$ cat src/rtl/l1_cache_pkg.sv
// Shared definitions for the L1 cache controller: FSM encoding, default-geometry
// widths and address field extraction helpers.
package l1_cache_pkg;

    localparam int ADDR_W_DEF = 32;
    localparam int LINES_DEF  = 16;
    localparam int WPL_DEF    = 4;

    localparam int OFF_W = $clog2(WPL_DEF);
    localparam int IDX_W = $clog2(LINES_DEF);
    localparam int TAG_W = ADDR_W_DEF - OFF_W - IDX_W - 2;

    typedef enum logic [2:0] {
        IDLE,
        LOOKUP,
        REFILL_REQ,
        REFILL_WAIT,
        MEM_WRITE,
        RESP
    } state_t;

    // Helpers take the geometry as arguments so any parameterisation can share them.
    function automatic logic [63:0] addr_field(input logic [63:0] addr, input int lsb,
                                               input int width);
        logic [63:0] mask;
        mask = (width >= 64) ? '1 : ((64'd1 << width) - 64'd1);
        return (addr >> lsb) & mask;
    endfunction

    function automatic logic [63:0] word_off(input logic [63:0] addr, input int off_w);
        return addr_field(addr, 2, off_w);
    endfunction

    function automatic logic [63:0] line_idx(input logic [63:0] addr, input int off_w,
                                             input int idx_w);
        return addr_field(addr, 2 + off_w, idx_w);
    endfunction

    function automatic logic [63:0] line_tag(input logic [63:0] addr, input int off_w,
                                             input int idx_w);
        return addr >> (2 + off_w + idx_w);
    endfunction

endpackage

$ cat src/rtl/l1_cache_ctrl_line_store.sv
// Line storage for the direct-mapped cache: per-line valid bit and tag plus a
// flat word array, read combinationally by index and written synchronously.
module l1_line_store
    import l1_cache_pkg::*;
#(
    parameter int DATA_W         = 32,
    parameter int LINES          = 16,
    parameter int WORDS_PER_LINE = 4,
    parameter int TAG_BITS       = 24
) (
    input  logic                              clk,
    input  logic                              rst_n,
    input  logic [$clog2(LINES)-1:0]          idx,
    input  logic [$clog2(WORDS_PER_LINE)-1:0] rd_off,
    output logic                              rd_valid,
    output logic [TAG_BITS-1:0]               rd_tag,
    output logic [DATA_W-1:0]                 rd_word,
    input  logic                              wr_en,
    input  logic [$clog2(WORDS_PER_LINE)-1:0] wr_off,
    input  logic [DATA_W-1:0]                 wr_data,
    input  logic                              set_en,
    input  logic [TAG_BITS-1:0]               set_tag,
    input  logic                              clr_en,
    input  logic                              flush_all
);

    logic [LINES-1:0]    valid_q;
    logic [TAG_BITS-1:0] tag_q  [LINES];
    logic [DATA_W-1:0]   data_q [LINES*WORDS_PER_LINE];

    always_ff @(posedge clk or negedge rst_n) begin
        if (!rst_n) begin
            valid_q <= '0;
        end else if (flush_all) begin
            valid_q <= '0;
        end else begin
            if (clr_en) valid_q[idx] <= 1'b0;
            if (set_en) valid_q[idx] <= 1'b1;
        end
    end

    always_ff @(posedge clk) begin
        if (wr_en)  data_q[{idx, wr_off}] <= wr_data;
        if (set_en) tag_q[idx] <= set_tag;
    end

    assign rd_valid = valid_q[idx];
    assign rd_tag   = tag_q[idx];
    assign rd_word  = data_q[{idx, rd_off}];

endmodule

$ cat src/rtl/l1_cache_ctrl.sv
// Direct-mapped, write-through, no-write-allocate L1 cache controller that
// serialises core requests and refills lines word-by-word from memory.
module l1_cache_ctrl
    import l1_cache_pkg::*;
#(
    parameter int ADDR_W         = 32,
    parameter int DATA_W         = 32,
    parameter int LINES          = 16,
    parameter int WORDS_PER_LINE = 4
) (
    input  logic              clk,
    input  logic              rst_n,
    input  logic              req_valid,
    output logic              req_ready,
    input  logic              req_we,
    input  logic [ADDR_W-1:0] req_addr,
    input  logic [DATA_W-1:0] req_wdata,
    output logic              resp_valid,
    output logic [DATA_W-1:0] resp_rdata,
    input  logic              flush,
    output logic              mem_req_valid,
    input  logic              mem_req_ready,
    output logic              mem_we,
    output logic [ADDR_W-1:0] mem_addr,
    output logic [DATA_W-1:0] mem_wdata,
    input  logic              mem_resp_valid,
    input  logic [DATA_W-1:0] mem_rdata,
    output logic [15:0]       hit_cnt,
    output logic [15:0]       miss_cnt
);

    localparam int OFF_BITS = $clog2(WORDS_PER_LINE);
    localparam int IDX_BITS = $clog2(LINES);
    localparam int TAG_BITS = ADDR_W - OFF_BITS - IDX_BITS - 2;

    state_t                     state;
    logic                       req_we_q;
    logic [ADDR_W-1:0]          req_addr_q;
    logic [DATA_W-1:0]          req_wdata_q;
    logic [OFF_BITS-1:0]        cnt;
    logic [OFF_BITS-1:0]        cnt_inc;
    logic [OFF_BITS-1:0]        req_off;
    logic [IDX_BITS-1:0]        req_idx;
    logic [TAG_BITS-1:0]        req_tag;
    logic [ADDR_W-OFF_BITS-3:0] line_base;
    logic                       ls_valid;
    logic [TAG_BITS-1:0]        ls_tag;
    logic [DATA_W-1:0]          ls_word;
    logic                       hit;
    logic                       last_word;
    logic                       accept;

    assign req_ready = (state == IDLE) && !flush;
    assign accept    = req_valid && req_ready;

    assign req_off   = OFF_BITS'(word_off(64'(req_addr_q), OFF_BITS));
    assign req_idx   = IDX_BITS'(line_idx(64'(req_addr_q), OFF_BITS, IDX_BITS));
    assign req_tag   = TAG_BITS'(line_tag(64'(req_addr_q), OFF_BITS, IDX_BITS));
    assign line_base = req_addr_q[ADDR_W-1:OFF_BITS+2];
    assign cnt_inc   = cnt + OFF_BITS'(1);
    assign last_word = (cnt == OFF_BITS'(WORDS_PER_LINE - 1));
    assign hit       = ls_valid && (ls_tag == req_tag);

    l1_line_store #(
        .DATA_W         (DATA_W),
        .LINES          (LINES),
        .WORDS_PER_LINE (WORDS_PER_LINE),
        .TAG_BITS       (TAG_BITS)
    ) u_store (
        .clk       (clk),
        .rst_n     (rst_n),
        .idx       (req_idx),
        .rd_off    (req_off),
        .rd_valid  (ls_valid),
        .rd_tag    (ls_tag),
        .rd_word   (ls_word),
        .wr_en     ((state == LOOKUP && req_we_q && hit) ||
                    (state == REFILL_WAIT && mem_resp_valid)),
        .wr_off    ((state == REFILL_WAIT) ? cnt : req_off),
        .wr_data   ((state == REFILL_WAIT) ? mem_rdata : req_wdata_q),
        .set_en    (state == REFILL_WAIT && mem_resp_valid && last_word),
        .set_tag   (req_tag),
        .clr_en    (state == LOOKUP && !req_we_q && !hit),
        .flush_all (state == IDLE && flush)
    );

    // Request capture: data-only registers, loaded on the accept edge.
    always_ff @(posedge clk) begin
        if (accept) begin
            req_we_q    <= req_we;
            req_addr_q  <= req_addr;
            req_wdata_q <= req_wdata;
        end
    end

    // Control FSM with registered core- and memory-side outputs.
    always_ff @(posedge clk or negedge rst_n) begin
        if (!rst_n) begin
            state         <= IDLE;
            cnt           <= '0;
            resp_valid    <= 1'b0;
            resp_rdata    <= '0;
            mem_req_valid <= 1'b0;
            mem_we        <= 1'b0;
            mem_addr      <= '0;
            mem_wdata     <= '0;
            hit_cnt       <= '0;
            miss_cnt      <= '0;
        end else begin
            case (state)
                IDLE: begin
                    if (accept) state <= LOOKUP;
                end
                LOOKUP: begin
                    if (hit) hit_cnt  <= hit_cnt + 16'd1;
                    else     miss_cnt <= miss_cnt + 16'd1;
                    if (req_we_q) begin
                        mem_req_valid <= 1'b1;
                        mem_we        <= 1'b1;
                        mem_addr      <= {req_addr_q[ADDR_W-1:2], 2'b00};
                        mem_wdata     <= req_wdata_q;
                        state         <= MEM_WRITE;
                    end else if (hit) begin
                        resp_valid <= 1'b1;
                        resp_rdata <= ls_word;
                        state      <= RESP;
                    end else begin
                        cnt           <= '0;
                        mem_req_valid <= 1'b1;
                        mem_we        <= 1'b0;
                        mem_addr      <= {line_base, {OFF_BITS{1'b0}}, 2'b00};
                        state         <= REFILL_REQ;
                    end
                end
                REFILL_REQ: begin
                    if (mem_req_ready) begin
                        mem_req_valid <= 1'b0;
                        state         <= REFILL_WAIT;
                    end
                end
                REFILL_WAIT: begin
                    if (mem_resp_valid) begin
                        if (last_word) begin
                            // Earlier words already sit in the array; the last one is still in flight.
                            resp_valid <= 1'b1;
                            resp_rdata <= (cnt == req_off) ? mem_rdata : ls_word;
                            state      <= RESP;
                        end else begin
                            cnt           <= cnt_inc;
                            mem_req_valid <= 1'b1;
                            mem_addr      <= {line_base, cnt_inc, 2'b00};
                            state         <= REFILL_REQ;
                        end
                    end
                end
                MEM_WRITE: begin
                    if (mem_req_ready) begin
                        mem_req_valid <= 1'b0;
                        mem_we        <= 1'b0;
                        resp_valid    <= 1'b1;
                        resp_rdata    <= '0;
                        state         <= RESP;
                    end
                end
                RESP: begin
                    resp_valid <= 1'b0;
                    resp_rdata <= '0;
                    state      <= IDLE;
                end
                default: state <= IDLE;
            endcase
        end
    end

endmodule

$ cat config.mk
export PLATFORM = sky130hd
export DESIGN_NAME = l1_cache_ctrl
export DESIGN_NICKNAME = d
export VERILOG_FILES = /design/src/rtl/l1_cache_pkg.sv /design/src/rtl/l1_cache_ctrl_line_store.sv /design/src/rtl/l1_cache_ctrl.sv
export SDC_FILE = /design/constraint.sdc
export NUM_CORES = 2
export LEC_CHECK = 0
export ABC_AREA = 1
export CAP_MARGIN = 20
export CORE_MARGIN = 8
export CORE_UTILIZATION = 55
export CTS_BUF_LIST = sky130_fd_sc_hd__clkbuf_16
export DETAILED_ROUTE_END_ITERATION = 7
export PLACE_DENSITY_LB_ADDON = 0.3
export SLEW_MARGIN = 20
export SYNTH_ARGS = -nofsm -noshare
export SYNTH_HDL_FRONTEND = slang
export SYNTH_SLANG_ARGS = --single-unit
$ cat constraint.sdc
create_clock -name clk -period 10.4 [get_ports clk]
set_input_delay 3.12 -clock clk [delete_from_list [all_inputs] [get_ports clk]]
set_output_delay 3.12 -clock clk [all_outputs]
set_load 0.01 [all_outputs]
==> impl_metrics.json <==
{
  "wire_per_inst_um": 25.85,
  "grt_pass1_wl_um": 430100,
  "vias": 71387,
  "p_leak_uw": 0.04052,
  "synth_top_area_share_pct": 70.80,
  "yosysSeqAreaShare_pct": 74.46,
  "clock_latency_ps": 940,
  "setup_ws_ps": 3017,
  "cts_buffers": 281,
  "clkTransAtPathRegs_ps": 60,
  "finalNetCount": 8827,
  "hp-class": "reg -> reg",
  "track_usage_pct": 27.69,
  "cts.sinks": 2651,
  "clock-root-buffer": "clkbuf_16",
  "htree_levels": 5,
  "use_met3_pct": 5.109,
  "ys_ff_latch": 2651,
  "synthMostInstantiatedCell": "edfxtp_1",
  "period_minus_slack_ps": 7383,
  "start_util_pct": 55.18,
  "vias_per_cell": 6.242,
  "cp_slowest_cell": "clkdlybuf4s50_1",
  "grt_pass1_vias": 68633,
  "chipHeight_um": 454.6,
  "die_w_um": 454.6,
  "clockBufferDepth": 4,
  "cts_post_setup_buffers_inserted": 0,
  "pre_cts_ws_ps": 3031,
  "synth_common_cells": "edfxtp_1, nor2_1, o21ai_0, nand2_1, o22ai_1",
  "synth_warnings": 0,
  "grt.busiest_layer": "met2",
  "core_um2": 191800,
  "synth_edf_count": 2495,
  "cp-end-kind": "output port",
  "hpwl_um": 157000,
  "worstPathRequired_ps": 7280,
  "ir_drop_v": 0.0001938,
  "dieArea_um2": 206700,
  "dr.pass1.iters": 6,
  "ys.flop_type": "edfxtp_1",
  "synth-async-reset-ratio_pct": 5.658,
  "area_growth_pct": 13.24,
  "setup_viol": 0,
  "antenna_found_initial": 11,
  "min_period_over_period_pct": 70.99,
  "routed_wl_um": 295700,
  "cp_cell_sequence": "clkdlybuf4s50_1, nor2_1, clkdlybuf4s50_1",
  "synthDistinctLibCells": 40,
  "finalMaxSlewViolations": 0,
  "synth.area.top_cells": "edfxtp_1, o21ai_0, nor2_1",
  "grt_setup_unrepaired": "false",
  "core.rowCount": 161,
  "gp_congestion": 0.8721,
  "grt-ovfl-total": 0,
  "p_per_area_nw_per_um2": 237.9,
  "status": "finished, final reports clean",
  "drive_above_1_share_pct": 7.488,
  "netlist_area_um2": 105800,
  "relSlewSlack_pct": 18.21,
  "drt_first_iter_violations": 9884,
  "io_pins": 235,
  "fin_skew_ps": 81.03,
  "path_class": "in -> out",
  "fmaxAchievable_ghz": 0.1355,
  "use_met2_pct": 45.02,
  "maxCapViolCount": 0,
  "startpoint_type": "input pin",
  "ant_nets": 0,
  "cts_repair_resize_count": 0,
  "hold_viol": 0,
  "path_max_fanout": 2,
  "finalSetupTns_ps": 0,
  "synthCells": 8611,
  "crit_top_cell": "clkdlybuf4s50_1",
  "drc": 0,
  "io_buffers": 230,
  "cts_tree": "yes",
  "met1_usage_pct": 35.21,
  "max_stage_delay_ps": 560,
  "cts_hold_buf": 0,
  "postSynthAreaPerCell_um2": 12.29,
  "crit_arrival_ps": 4260,
  "synth_top_cell_by_area": "edfxtp_1",
  "grt_max_degree": 241,
  "tightest_slew_ps": 1214
}
-- state kept, by name, indices dropped and copies added, names as in the netlist, 2 cells and up, named ones only --
name	flops
cnt	2
hit_cnt	16
mem_addr	30
mem_wdata	32
miss_cnt	16
req_addr_q	30
req_wdata_q	32
resp_rdata	32
state	3
u_store.data_q	2048
u_store.tag_q	384
u_store.valid_q	16
-- kinds of logic after synthesis --
logic type / share of synthesized area (%)
AND/OR/NAND/NOR: 10.99
adder cells (fa/ha/maj): 0.03547
flip-flops: 74.46
buffers and inverters: 3.091
other: 0.003544
XOR/XNOR: 0.2566
AO/OA/AOI/OAI: 11.17
-- per-layer routing --
metal | part of all wire (%) | routed length [um]
met2 | 48 | 140800
met4 | 6.4 | 18800
met3 | 10 | 30310
met1 | 36 | 105800
met5 | 0 | 0
-- critical path, delay by kind of cell --
| kind | cells | cell delay [ps] |
|---|---|---|
| buffers and inverters | 2 | 980 |
| and+or+nand+nor | 1 | 160 |
-- area by class of cell --
class / instances / area [um2]
antenna: 3 / 7.507
clock buffer: 289 / 7232
clock inverter: 181 / 1306
fill: 13877 / 71940
inverter: 236 / 927.1
multi-input combinational: 5142 / 24630
sequential: 2651 / 78820
tap: 2526 / 3161
timing repair buffer: 409 / 3759
-- through the flow --
stage          hold WS [ps]  util, %  power, uW  cell area (um2)  instances
3_5_place_dp          458.1    58.01      19150           111300      10963
3_3_place_gp          454.3    58.01      18980           111300      10963
6_report              472.3    62.49      28510           119800      11437
5_1_grt               493.8    62.49      29520           119800      11435
2_1_floorplan         499.0        -      16750           105800       8612
4_1_cts               473.1    62.47      28490           119800      11433
-- report_power, final --
| part | internal, uW | total (uW) | switching, uW |
|---|---|---|---|
| Sequential | 12400 | 12700 | 244 |
| Clock | 5490 | 9430 | 3940 |
| Combinational | 1790 | 6410 | 4620 |
| Total | 19700 | 28500 | 8800 |
-- path summary, 6_finish.rpt --
check | depth (start not counted) | to | slack (ps) | from
worst max register to register | 17 | u_store.data_q[14][17] | 3840 | register
worst max-delay path | 3 | req_ready | 3020 | flush
worst min register to register | 2 | mem_addr[21] | 470 | mem_addr[21]
min in group asynchronous | 1 | mem_addr[9] | 2160 | rst_n
worst min-delay path | 2 | mem_addr[21] | 470 | mem_addr[21]
max in group asynchronous | 3 | mem_addr[8] | 6400 | rst_n
-- cell usage in the layout, fill, tap and decap left out, types with 5 or more instances in the layout --
cell	n
a21oi_1	45
buf_12	7
buf_4	170
bufinv_16	20
clkbuf_16	289
clkdlybuf4s50_1	229
clkinv_1	60
clkinv_2	41
clkinvlp_4	7
dfrtp_1	150
dfxtp_4	5
edfxtp_1	2495
inv_1	275
nand2_1	937
nand3_1	417
nand4_1	9
nor2_1	1473
nor2_4	65
nor3_1	11
nor4_1	6
o211ai_1	47
o21ai_0	1386
o21ai_1	48
o21ai_4	33
o221ai_1	6
o22ai_1	604
xnor2_1	13
xor2_1	18
(Power assumes the default switching activity.)
==> edit: new RTL, same flow settings <==
Set the parameter `ADDR_W` to 28 (it was 32).
--- a/src/rtl/l1_cache_ctrl.sv
+++ b/src/rtl/l1_cache_ctrl.sv
@@ -3,7 +3,7 @@
 module l1_cache_ctrl
     import l1_cache_pkg::*;
 #(
-    parameter int ADDR_W         = 32,
+    parameter int ADDR_W         = 28,
     parameter int DATA_W         = 32,
     parameter int LINES          = 16,
     parameter int WORDS_PER_LINE = 4
Ports: changed (resized mem_addr and req_addr); port bits go from 235 to 227. The function was not compared with the original's and may differ.
==> edit against the original RTL <==
Fmax barely moved; clock power fell by 5.0%; via count fell by 2.5%; routed wire length fell by 2.9%; sequential power fell by 3%; total power fell by 3.6%; area after synthesis fell by 2.7%; sequential cell count fell by 72; count of clock-buffer cells in the layout fell by 9; cell area fell by 2.8%; worst setup slack improved by 5.6 ps; global-route usage fell by 0.38 points; combinational power fell by 3.3%; highest routed layer is now met5.
==> edit: results (changes against the original RTL) <==
* Pleak at 39.5 nW (-2.4%)
* Top post-synthesis cells by area: edfxtp_1 71%, o21ai_0 6.7%, nor2_1 5.3%
* Reg2Reg Depth at 16 (-1)
* EDFF count, synth at 2427 (-2.7%)
* Largest regs: u_store.data_q: 2048 flops, u_store.tag_q: 320 flops
* DP HPWL at 155 mm (-1.5%)
* Cts bufs inserted at 275 (-2.1%)
* Sequential area share after synthesis at 0.745 (about the same)
* Vias in the first global route at 66500 (-3.1%)
* Reg2reg setup slack at 3670 ps (-170 ps)
* Async set-reset flop share out of synthesis at 0.0566 (about the same)
* Largest net degree at the start of global routing at 211 (-12%)
* Logic power comb at 6.20 mW (-3.3%)
* Clk_skew at 49.4 ps (-31.6 ps)
* Via count at 69600 (-2.5%)
* Hold endpoint: mem_wdata[13]
* Slew HR at 0.190 (+0.00816)
* Peak VDD IR at 0.205 mV (+5.7%)
* Fraction of power spent switching nets at 0.311 (+0.00229)
* Synthesized-area fraction occupied by adder cells at 0.000365 (+0.00000993)
* Tot GR Track Use at 0.273 (-0.00377)
* Hold path start: mem_wdata[13]
* Top post-synthesis cells by count: 2427 x edfxtp_1, 1443 x nor2_1, 1387 x o21ai_0, 1001 x nand2_1, 608 x o22ai_1
* DP Area at 0.108 sq mm (-2.6%)
* Initial DRC Count at 9388 (-5.0%)
* Synth Area in XOR/XNOR at 0.00247 (-0.0000983)
* Internal at 18.9 mW (-3.9%)
* Clock Power Share at 0.326 (-0.005)
* # fillers at 13300 (-3.9%)
* Gpl congestion at 0.869 (-0.33%)
* Initial antenna violation count at 9 (-2)
* Port Buffers at 222 (-3.5%)
* Compound-gate portion of the synthesized area at 0.110 (-0.00180)
* Fin nets at 8614 (-2.4%)
* Global-route wire length before repair at 420 mm (-2.4%)
* Outcome: finished clean
* Layout cells sized above 1 at 0.0745 (-0.000394)
* Crit Reg-Reg Endpoint: u_store.data_q[27][23]
* Routed wire length at 287 mm (-2.9%)
-- edit: cell count changes in the layout (fill, tap and decap cells not counted), moves of 8 or more --
cell | unedited run | this run
o21ai_0 | 1386 | 1355
bufinv_16 | 20 | 11
a21oi_1 | 45 | 35
nor2_1 | 1473 | 1378
nand4_1 | 9 | 26
inv_1 | 275 | 299
nand2_1 | 937 | 1001
o211ai_1 | 47 | 13
nand3_1 | 417 | 373
clkdlybuf4s50_1 | 229 | 221
edfxtp_1 | 2495 | 2427
clkbuf_16 | 289 | 280
-- edit: routing by layer --
layer,GRT usage,part of all wire,wire (um),vias up
met4,0.137,0.054,15600,4
met2,0.451,0.48,138000,4242
met5,0,0.00012,34,-
li1,-,-,-,30600
met1,0.348,0.36,103000,34000
met3,0.0516,0.11,30500,788
-- edit: kinds of logic (layout without fill, tap and decap cells) --
kind of cell	after synthesis	after routing
AO/OA/AOI/OAI	2098	2098
XOR/XNOR	29	29
flip-flops	2579	2579
adder cells (fa/ha/maj)	3	3
AND/OR/NAND/NOR	2882	2882
buffers and inverters	812	1107
other	1	4
-- edit: stage by stage --
stage	hold slack (ps)	util	cells	setup WS, ps
after CTS	487	0.627	11200	3020
after global routing	505	0.627	11200	2980
after global placement	462	0.583	10700	3030
final	481	0.627	11200	3020
after floorplan	499	-	8405	3960
after detailed placement	473	0.583	10700	3030
-- edit: area by class of cell --
cell class | count | area, sq um | share of cell area
Tap cell | 2480 | 3100 | 0.0266
Sequential cell | 2579 | 76700 | 0.658
Antenna cell | 2 | 5.00 | 0.0000430
Clock buffer | 280 | 7010 | 0.0602
Clock inverter | 185 | 1090 | 0.00935
Multi-Input combinational cell | 5014 | 24000 | 0.206
Inverter | 244 | 956 | 0.00821
Timing Repair Buffer | 398 | 3670 | 0.0315
